[src/rtl/oflow_apb_pkg.sv]
// Shared types and constants for the oflow APB initiator.
// The optional transfer timeout is enabled with OFLOW_APB_MASTER_TIMEOUT_EN.
package oflow_apb_pkg;

  // Register address width of the oflow register file.
  localparam int ADDR_LEN = 8;

  // Default number of stalled ACCESS cycles tolerated before an abort.
  localparam int APB_DEFAULT_TIMEOUT = 16;

  typedef enum logic [1:0] {
    APB_IDLE,
    APB_SETUP,
    APB_ACCESS
  } apb_state_t;

endpackage : oflow_apb_pkg

[src/rtl/oflow_apb_master_if.sv]
// Command/response stream plus APB3 bus of the oflow configuration path.
// "master" is the initiator's view, "slave" is the view of the host driver
// together with the register file.
interface oflow_apb_master_if;
  import oflow_apb_pkg::*;

  // Command stream
  logic                req_valid;
  logic                req_ready;
  logic                req_write;
  logic [ADDR_LEN-1:0] req_addr;
  logic [31:0]         req_wdata;

  // Completion stream
  logic                rsp_valid;
  logic [31:0]         rsp_rdata;
  logic                rsp_error;
  logic                busy;

  // APB3 bus
  logic                apb_psel;
  logic                apb_penable;
  logic                apb_pwrite;
  logic [ADDR_LEN-1:0] apb_addr;
  logic [31:0]         apb_pwdata;
  logic                apb_pready;
  logic [31:0]         apb_prdata;

  modport master (
    input  req_valid, req_write, req_addr, req_wdata,
    input  apb_pready, apb_prdata,
    output req_ready, rsp_valid, rsp_rdata, rsp_error, busy,
    output apb_psel, apb_penable, apb_pwrite, apb_addr, apb_pwdata
  );

  modport slave (
    output req_valid, req_write, req_addr, req_wdata,
    output apb_pready, apb_prdata,
    input  req_ready, rsp_valid, rsp_rdata, rsp_error, busy,
    input  apb_psel, apb_penable, apb_pwrite, apb_addr, apb_pwdata
  );

endinterface : oflow_apb_master_if

[src/rtl/oflow_apb_timeout_cnt.sv]
// Stall counter for ACCESS cycles: cleared before each ACCESS phase, counts
// cycles without pready and flags when the configured limit is reached.
// Used only when OFLOW_APB_MASTER_TIMEOUT_EN is defined.
module oflow_apb_timeout_cnt #(
  parameter int LIMIT = 16,
  parameter int CNT_W = 8
) (
  input  logic clk,
  input  logic srst,
  input  logic clr_i,
  input  logic inc_i,
  output logic hit_o
);

  localparam logic [CNT_W-1:0] LIMIT_V = CNT_W'(LIMIT);
  localparam logic [CNT_W-1:0] CNT_MAX = {CNT_W{1'b1}};

  logic [CNT_W-1:0] cnt_q;
  logic [CNT_W-1:0] cnt_d;

  // Next count: clear wins, otherwise saturating increment on a stall.
  always_comb begin
    cnt_d = cnt_q;
    if (clr_i) begin
      cnt_d = '0;
    end else if (inc_i && (cnt_q != CNT_MAX)) begin
      cnt_d = cnt_q + 1'b1;
    end
  end

  // Count register.
  always_ff @(posedge clk) begin
    if (srst) begin
      cnt_q <= '0;
    end else begin
      cnt_q <= cnt_d;
    end
  end

  assign hit_o = (cnt_q == LIMIT_V);

endmodule : oflow_apb_timeout_cnt

[src/rtl/oflow_apb_master.sv]
// APB3 initiator for the oflow register file. Accepts one command at a time,
// runs a SETUP/ACCESS transfer and returns a single-cycle completion pulse
// with read data and error status.
// Optional stalled-transfer timeout: define OFLOW_APB_MASTER_TIMEOUT_EN.
module oflow_apb_master
  import oflow_apb_pkg::*;
#(
  parameter int TIMEOUT_CYCLES = APB_DEFAULT_TIMEOUT,
  parameter int TO_CNT_W       = 8
) (
  input  logic               clk,
  input  logic               reset_N,
  oflow_apb_master_if.master bus
);

  apb_state_t          state_q, state_d;

  // Holding registers for the accepted command; they drive the APB bus.
  logic                hold_write_q, hold_write_d;
  logic [ADDR_LEN-1:0] hold_addr_q,  hold_addr_d;
  logic [31:0]         hold_wdata_q, hold_wdata_d;

  // Completion registers.
  logic                rsp_valid_q, rsp_valid_d;
  logic [31:0]         rsp_rdata_q, rsp_rdata_d;
  logic                rsp_error_q, rsp_error_d;

  logic                req_ready;
  logic                accept;
  logic                xfer_done;
  logic                xfer_abort;
  logic                to_hit;

  // Ready is suppressed while reset is held so nothing is accepted then.
  assign req_ready = (state_q == APB_IDLE) && !reset_N;
  assign accept    = bus.req_valid && req_ready;

`ifdef OFLOW_APB_MASTER_TIMEOUT_EN
  // Counter is cleared in SETUP so every ACCESS phase starts from zero.
  oflow_apb_timeout_cnt #(
    .LIMIT (TIMEOUT_CYCLES),
    .CNT_W (TO_CNT_W)
  ) u_timeout_cnt (
    .clk   (clk),
    .srst  (reset_N),
    .clr_i (state_q == APB_SETUP),
    .inc_i ((state_q == APB_ACCESS) && !bus.apb_pready),
    .hit_o (to_hit)
  );
`else
  assign to_hit = 1'b0;
`endif

  // Next-state logic; pready on the limit cycle takes priority over abort.
  always_comb begin
    state_d    = state_q;
    xfer_done  = 1'b0;
    xfer_abort = 1'b0;
    case (state_q)
      APB_IDLE: begin
        if (accept) begin
          state_d = APB_SETUP;
        end
      end
      APB_SETUP: begin
        state_d = APB_ACCESS;
      end
      APB_ACCESS: begin
        if (bus.apb_pready) begin
          xfer_done = 1'b1;
          state_d   = APB_IDLE;
        end else if (to_hit) begin
          xfer_abort = 1'b1;
          state_d    = APB_IDLE;
        end
      end
      default: begin
        state_d = APB_IDLE;
      end
    endcase
  end

  // Holding-register and completion next values.
  always_comb begin
    hold_write_d = hold_write_q;
    hold_addr_d  = hold_addr_q;
    hold_wdata_d = hold_wdata_q;
    rsp_valid_d  = 1'b0;
    rsp_rdata_d  = rsp_rdata_q;
    rsp_error_d  = rsp_error_q;
    if (accept) begin
      hold_write_d = bus.req_write;
      hold_addr_d  = bus.req_addr;
      hold_wdata_d = bus.req_wdata;
    end
    if (xfer_done) begin
      rsp_valid_d = 1'b1;
      rsp_rdata_d = hold_write_q ? 32'h0 : bus.apb_prdata;
      rsp_error_d = 1'b0;
    end else if (xfer_abort) begin
      rsp_valid_d = 1'b1;
      rsp_rdata_d = 32'h0;
      rsp_error_d = 1'b1;
    end
  end

  // State, holding and completion registers; reset drops any transfer.
  always_ff @(posedge clk) begin
    if (reset_N) begin
      state_q      <= APB_IDLE;
      hold_write_q <= 1'b0;
      hold_addr_q  <= '0;
      hold_wdata_q <= 32'h0;
      rsp_valid_q  <= 1'b0;
      rsp_rdata_q  <= 32'h0;
      rsp_error_q  <= 1'b0;
    end else begin
      state_q      <= state_d;
      hold_write_q <= hold_write_d;
      hold_addr_q  <= hold_addr_d;
      hold_wdata_q <= hold_wdata_d;
      rsp_valid_q  <= rsp_valid_d;
      rsp_rdata_q  <= rsp_rdata_d;
      rsp_error_q  <= rsp_error_d;
    end
  end

  // Bus outputs. Address, data and direction come straight from the holding
  // registers, so they keep their last value in IDLE.
  assign bus.req_ready   = req_ready;
  assign bus.busy        = (state_q != APB_IDLE);
  assign bus.apb_psel    = (state_q != APB_IDLE);
  assign bus.apb_penable = (state_q == APB_ACCESS);
  assign bus.apb_pwrite  = hold_write_q;
  assign bus.apb_addr    = hold_addr_q;
  assign bus.apb_pwdata  = hold_wdata_q;
  assign bus.rsp_valid   = rsp_valid_q;
  assign bus.rsp_rdata   = rsp_rdata_q;
  assign bus.rsp_error   = rsp_error_q;

endmodule : oflow_apb_master
[src/flat_wrapper.sv]
// flat-port wrapper written by rule: the top's interface ports become plain ports
module oflow_apb_master_flat import oflow_apb_pkg::*;
#(
  parameter int TIMEOUT_CYCLES = APB_DEFAULT_TIMEOUT,
  parameter int TO_CNT_W       = 8
)
  (clk, reset_N, bus_req_valid, bus_req_write, bus_req_addr, bus_req_wdata, bus_apb_pready, bus_apb_prdata, bus_req_ready, bus_rsp_valid, bus_rsp_rdata, bus_rsp_error, bus_busy, bus_apb_psel, bus_apb_penable, bus_apb_pwrite, bus_apb_addr, bus_apb_pwdata);
  oflow_apb_master_if bus_i ();
  input  logic clk;
  input  logic reset_N;
  input wire logic [$bits(bus_i.req_valid)-1:0] bus_req_valid;
  input wire logic [$bits(bus_i.req_write)-1:0] bus_req_write;
  input wire logic [$bits(bus_i.req_addr)-1:0] bus_req_addr;
  input wire logic [$bits(bus_i.req_wdata)-1:0] bus_req_wdata;
  input wire logic [$bits(bus_i.apb_pready)-1:0] bus_apb_pready;
  input wire logic [$bits(bus_i.apb_prdata)-1:0] bus_apb_prdata;
  output wire logic [$bits(bus_i.req_ready)-1:0] bus_req_ready;
  output wire logic [$bits(bus_i.rsp_valid)-1:0] bus_rsp_valid;
  output wire logic [$bits(bus_i.rsp_rdata)-1:0] bus_rsp_rdata;
  output wire logic [$bits(bus_i.rsp_error)-1:0] bus_rsp_error;
  output wire logic [$bits(bus_i.busy)-1:0] bus_busy;
  output wire logic [$bits(bus_i.apb_psel)-1:0] bus_apb_psel;
  output wire logic [$bits(bus_i.apb_penable)-1:0] bus_apb_penable;
  output wire logic [$bits(bus_i.apb_pwrite)-1:0] bus_apb_pwrite;
  output wire logic [$bits(bus_i.apb_addr)-1:0] bus_apb_addr;
  output wire logic [$bits(bus_i.apb_pwdata)-1:0] bus_apb_pwdata;
  assign bus_i.req_valid = bus_req_valid;
  assign bus_i.req_write = bus_req_write;
  assign bus_i.req_addr = bus_req_addr;
  assign bus_i.req_wdata = bus_req_wdata;
  assign bus_i.apb_pready = bus_apb_pready;
  assign bus_i.apb_prdata = bus_apb_prdata;
  assign bus_req_ready = bus_i.req_ready;
  assign bus_rsp_valid = bus_i.rsp_valid;
  assign bus_rsp_rdata = bus_i.rsp_rdata;
  assign bus_rsp_error = bus_i.rsp_error;
  assign bus_busy = bus_i.busy;
  assign bus_apb_psel = bus_i.apb_psel;
  assign bus_apb_penable = bus_i.apb_penable;
  assign bus_apb_pwrite = bus_i.apb_pwrite;
  assign bus_apb_addr = bus_i.apb_addr;
  assign bus_apb_pwdata = bus_i.apb_pwdata;
  oflow_apb_master #(.TIMEOUT_CYCLES(TIMEOUT_CYCLES), .TO_CNT_W(TO_CNT_W)) u_core (.clk(clk), .reset_N(reset_N), .bus(bus_i));
endmodule
[config.mk]
export PLATFORM = sky130hd
export DESIGN_NAME = oflow_apb_master_flat
export DESIGN_NICKNAME = d
export VERILOG_FILES = /design/src/rtl/oflow_apb_pkg.sv /design/src/rtl/oflow_apb_master_if.sv /design/src/rtl/oflow_apb_timeout_cnt.sv /design/src/rtl/oflow_apb_master.sv /design/src/flat_wrapper.sv
export SDC_FILE = /design/constraint.sdc
export NUM_CORES = 1
export LEC_CHECK = 0
export BUFFER_PORTS_ARGS = -buffer_cell sky130_fd_sc_hd__buf_2
export CORE_UTILIZATION = 40
export DETAILED_ROUTE_END_ITERATION = 10
export PLACE_DENSITY = 0.71
export SYNTH_ARGS = -nofsm -noshare
export SYNTH_HDL_FRONTEND = slang
export SYNTH_SLANG_ARGS = --single-unit
[constraint.sdc]
create_clock -name clk -period 2.4 [get_ports clk]
set_clock_uncertainty 0.15 [all_clocks]
set_input_delay 0.48 -clock clk [delete_from_list [all_inputs] [get_ports clk]]
set_output_delay 0.48 -clock clk [all_outputs]
set_load 0.01 [all_outputs]
======== Word level (Yosys, flattened, before mapping) ========
Index checks and enable logic that the tools add are counted.
word-level totals
  input bits .............................. 77
  logic and storage cells ................. 24
  output and inout port bits .............. 79
  flip-flop bits (word level) ............. 76
operators by class
  equality and inequality tests ........... 4
  muxes and demuxes ....................... 8
  reduce and logical (&&, ||, !) cells .... 6
operators with widths
  operator              count
  $mux W32              2
  $pmux W2 S3           1
  $mux W2               2
  $mux W1               3
  $eq A2 B1 Y1 const B  1
  $eq A2 B2 Y1 const B  1
  $logic_and A1 B1 Y1   2
  $logic_not A2 Y1      1
  $ne A2 B1 Y1 const B  1
  $ne A2 B2 Y1 const B  1
  $reduce_and A2 Y1     1
  $reduce_bool A2 Y1    1
  $logic_not A1 Y1      1

======== Depth between registers and ports, before layout ========
  depth in word-level cells ............... 5
  gate-level depth with buffers ........... 4
  gate-level depth less buffers ........... 2

======== Least setup slack after synthesis ========
OpenSTA, ideal clock, no wires.
  path kind ............................... in2reg
  from .................................... input reset_N
  to ...................................... register u_core.hold_addr_q[0], in the netlist u_core.bus.apb_addr[0]
  stages on the path ...................... 4
  required time ........................... 2129 ps
  arrival ................................. 1546 ps
  library setup time ...................... 121 ps
  slack ................................... 582 ps
  path buffers ............................ 2
  cells stage by stage .................... or4b_1 buf_6 buf_12 mux2_4
on the way
  cells in the longest elaborated chain, start to end .. 3
RTL lines
  element                 RTL line                 text
  start: declaration      flat_wrapper.sv:10       input logic reset_N;
  $logic_not A1 Y1        oflow_apb_master.sv:35   assign req_ready = (state_q == APB_IDLE) && !reset_N;
  $logic_and A1 B1 Y1     oflow_apb_master.sv:35
  $logic_and A1 B1 Y1     oflow_apb_master.sv:36   assign accept = bus.req_valid && req_ready;
  end signal: assignment  oflow_apb_master.sv:120  hold_addr_q <= hold_addr_d;
  end: declaration        oflow_apb_master.sv:20   logic [ADDR_LEN-1:0] hold_addr_q, hold_addr_d;
Parallel ways exist; a longest one is shown, timed or not.
A chain may end at the register's enable or synchronous reset.

======== Final worst setup path ========
  from .................................... input reset_N
  to ...................................... output bus_req_ready
on the way
  cells in the longest elaborated chain, start to end .. 2
RTL lines
  element              RTL line                text
  $logic_not A1 Y1     oflow_apb_master.sv:35
  $logic_and A1 B1 Y1  oflow_apb_master.sv:35
  end: declaration     flat_wrapper.sv:17      output wire logic [$bits(bus_i.req_ready)-1:0] bus_req_ready;
Every way passes these cells.

==> flow_summary.yaml <==
drt:
  wl_per_cell_um: 13.1
  vias: 2510
  drt-pass1-iter-count: 4
  via_per_inst: 4.62
  ant_nets: 0
  drtIter0Drc: 104
  totalWireLength_mm: 7.13
  route.detailed.drc: 0
global_routing:
  grt_pass1_wl_mm: 11.3
  grt_pass1_vias: 2362
  antenna_found_initial: 0
  grt_max_degree: 77
  overflow: 0
  grt_use_total_pct: 16.9
layout:
  final-seq-area_mm2: 0.00152
  finalNonFillerCells: 543
  final_nets: 514
  fillers: 725
  final_cell_mix: "buf_2, dfxtp_1, nand2b_1"
  drive_gt1_share_pct: 49.4
  multiInputGateArea_mm2: 0.00154
  fin_area_mm2: 0.00425
  final_common_cell: "buf_2"
  synthToLayoutAreaGrowth_pct: 31.0
  diodes: 0
  fin_util_pct: 54.7
worst_setup_path:
  cp.depth: 4
  worstPathCellList: "buf_2 > buf_4 > nor3_1 > buf_2"
  end_kind: "output port"
  startpoint_type: "primary input"
  critPathRequiredTime_ns: 1.77
  cp.arrival_ns: 1.38
  criticalPathCategory: "primary input to output port"
  cp_slowest_cell: "buf_4"
  critical-path-max-stage-delay_ns: 0.52
  cp_top_family: "buffers and inverters"
  cp_common_cell: "buf_2"
  cp_num_buf_inv: 3
  worst_r2r_path_depth: 3
  crit_fanout: 76
sta:
  post-route-period-util_pct: 83.9
  timing.final.crit_period_ns: 2.01
  rsz0062_at_grt: "no"
  final_hold_viol_count: 0
  relSlewSlack_pct: 55.7
  drv_slew: 0
  worstMarginPinSlew_ns: 0.665
  finalSetupViolations: 0
  fmax_ghz: 0.496
  holdWs_ns: 0.212
  setup_tns_ns: 0
hold_path:
  hold_class: "primary input to flip-flop"
  whs_path_depth: 2
power:
  p_leak_uw: 0.00218
  p_switching_uw: 655
  cellPowerDensity_mw_per_mm2: 692
  ir_worst_vdd_mv: 0.313
  p_int_uw: 2280
  p_clk_share_pct: 39.4
  pwr-share-comb_pct: 14.1
  seq_power_share_pct: 46.4
  sw_frac_of_total_pct: 22.3
place:
  placed_cells: 528
  gp_congestion: 0.675
  io_buffer_count: 154
  dp_hpwl_mm: 4.91
  placed_area_mm2: 0.00401
status:
  outcome: "complete, no violations"
clock_network:
  htree_levels: 3
  clock_latency_ns: 0.33
  cts_resized: 0
  cts_setup_buffers: 0
  cts_made_buffers: 9
  cts_tree: "yes"
  clockRootBuffer: "clkbuf_8"
  clkSinkCount: 76
  clkTransAtPathRegs_ns: 0.08
  holdBufCountCts: 0
  cts_max_path_buffers: 2
synth:
  yosysSeqAreaShare_pct: 46.9
  synth_nets: 369
  netlist_area_mm2: 0.00324
  syn_avg_cell_area_um2: 11.1
  yosysWarningCount: 0
  ys_types: 19
  synth_seq_cells: 76
  synthCells: 292
floorplanning:
  die_w_um: 92.0
  start_util_pct: 41.8
  die_y_um: 92.0
  fp.dieArea_mm2: 0.00847
  io_pins: 156
  row_count: 32
  core-area_mm2: 0.00777
job:
  cap_viol_max_count: 0
[flip-flops by register name, indices dropped and copies added (netlist names)]
name / flops
u_core.bus.apb_addr: 8
u_core.bus.apb_pwdata: 32
u_core.bus.apb_pwrite: 1
u_core.bus.rsp_rdata: 32
u_core.bus.rsp_valid: 1
u_core.state_q: 2
[metrics by stage]
step	total power (µW)	setup WS, ns
3_3_place_gp	1810	0.279
3_5_place_dp	1810	0.255
6_report	2940	0.385
5_1_grt	3080	0.272
2_1_floorplan	1670	0.582
4_1_cts	2980	0.343
[synthesized netlist by cell type, drive strengths merged]
library cell | count | share of area [%]
a21oi | 1 | 0.15
and3b | 1 | 0.27
buf | 7 | 3.3
clkbuf | 19 | 2.2
conb | 1 | 0.12
dfxtp | 76 | 47
inv | 2 | 0.23
mux2 | 41 | 19
nand2b | 65 | 13
nand4bb | 1 | 0.35
nor2b | 42 | 8.1
nor3 | 1 | 0.15
o22ai | 32 | 6.2
or2 | 1 | 0.19
or3b | 1 | 0.27
or4b | 1 | 0.31
[power groups by stage]
| stage | registers (µW) | logic, µW | clock network (µW) |
|---|---|---|---|
| 2_1_floorplan | 1420 | 242 | 0 |
| 3_3_place_gp | 1390 | 412 | 0 |
| 3_5_place_dp | 1390 | 422 | 0 |
| 4_1_cts | 1370 | 421 | 1190 |
| 5_1_grt | 1370 | 450 | 1260 |
| 6_report | 1370 | 415 | 1160 |
[layout make-up]
type,instances,area share [%]
Timing Repair Buffer,160,19.2
Multi-Input combinational cell,188,36.2
Clock buffer,11,3.33
Inverter,2,0.177
Sequential cell,76,35.8
Clock inverter,4,2.30
Tap cell,102,3.00
[cells by family (layout without fill, tap and decap cells)]
group | Yosys count | in the layout | share of synthesized area (%)
other | 1 | 1 | 0.116
and+or+nand+nor | 113 | 113 | 22.2
buffers and inverters | 28 | 177 | 5.71
muxes | 41 | 41 | 18.7
DFF | 76 | 76 | 46.9
AOI/OAI and AO/OA | 33 | 33 | 6.33
[worst paths after layout]
path	from	endpoint	slack, ns
max	reset_N	bus_req_ready	0.39
min	bus_req_wdata[2]	u_core.bus.apb_pwdata[2]$_SDFFE_PP0P_	0.21
max reg2reg	u_core.state_q[1]$_SDFFE_PP0P_	u_core.bus.apb_pwdata[14]$_SDFFE_PP0P_	0.40
min reg2reg	u_core.bus.rsp_rdata[13]$_SDFFE_PP0P_	u_core.bus.rsp_rdata[13]$_SDFFE_PP0P_	0.33
[layer usage]
layer	share of wire [%]	up-vias	GRT usage [%]
met5	0	-	0
met4	0.80	0	4.69
met3	9.1	6	7.63
met2	45	108	26.2
met1	45	1140	21.0
li1	-	1256	-
Note: power is estimated with default switching activity, not from simulation.
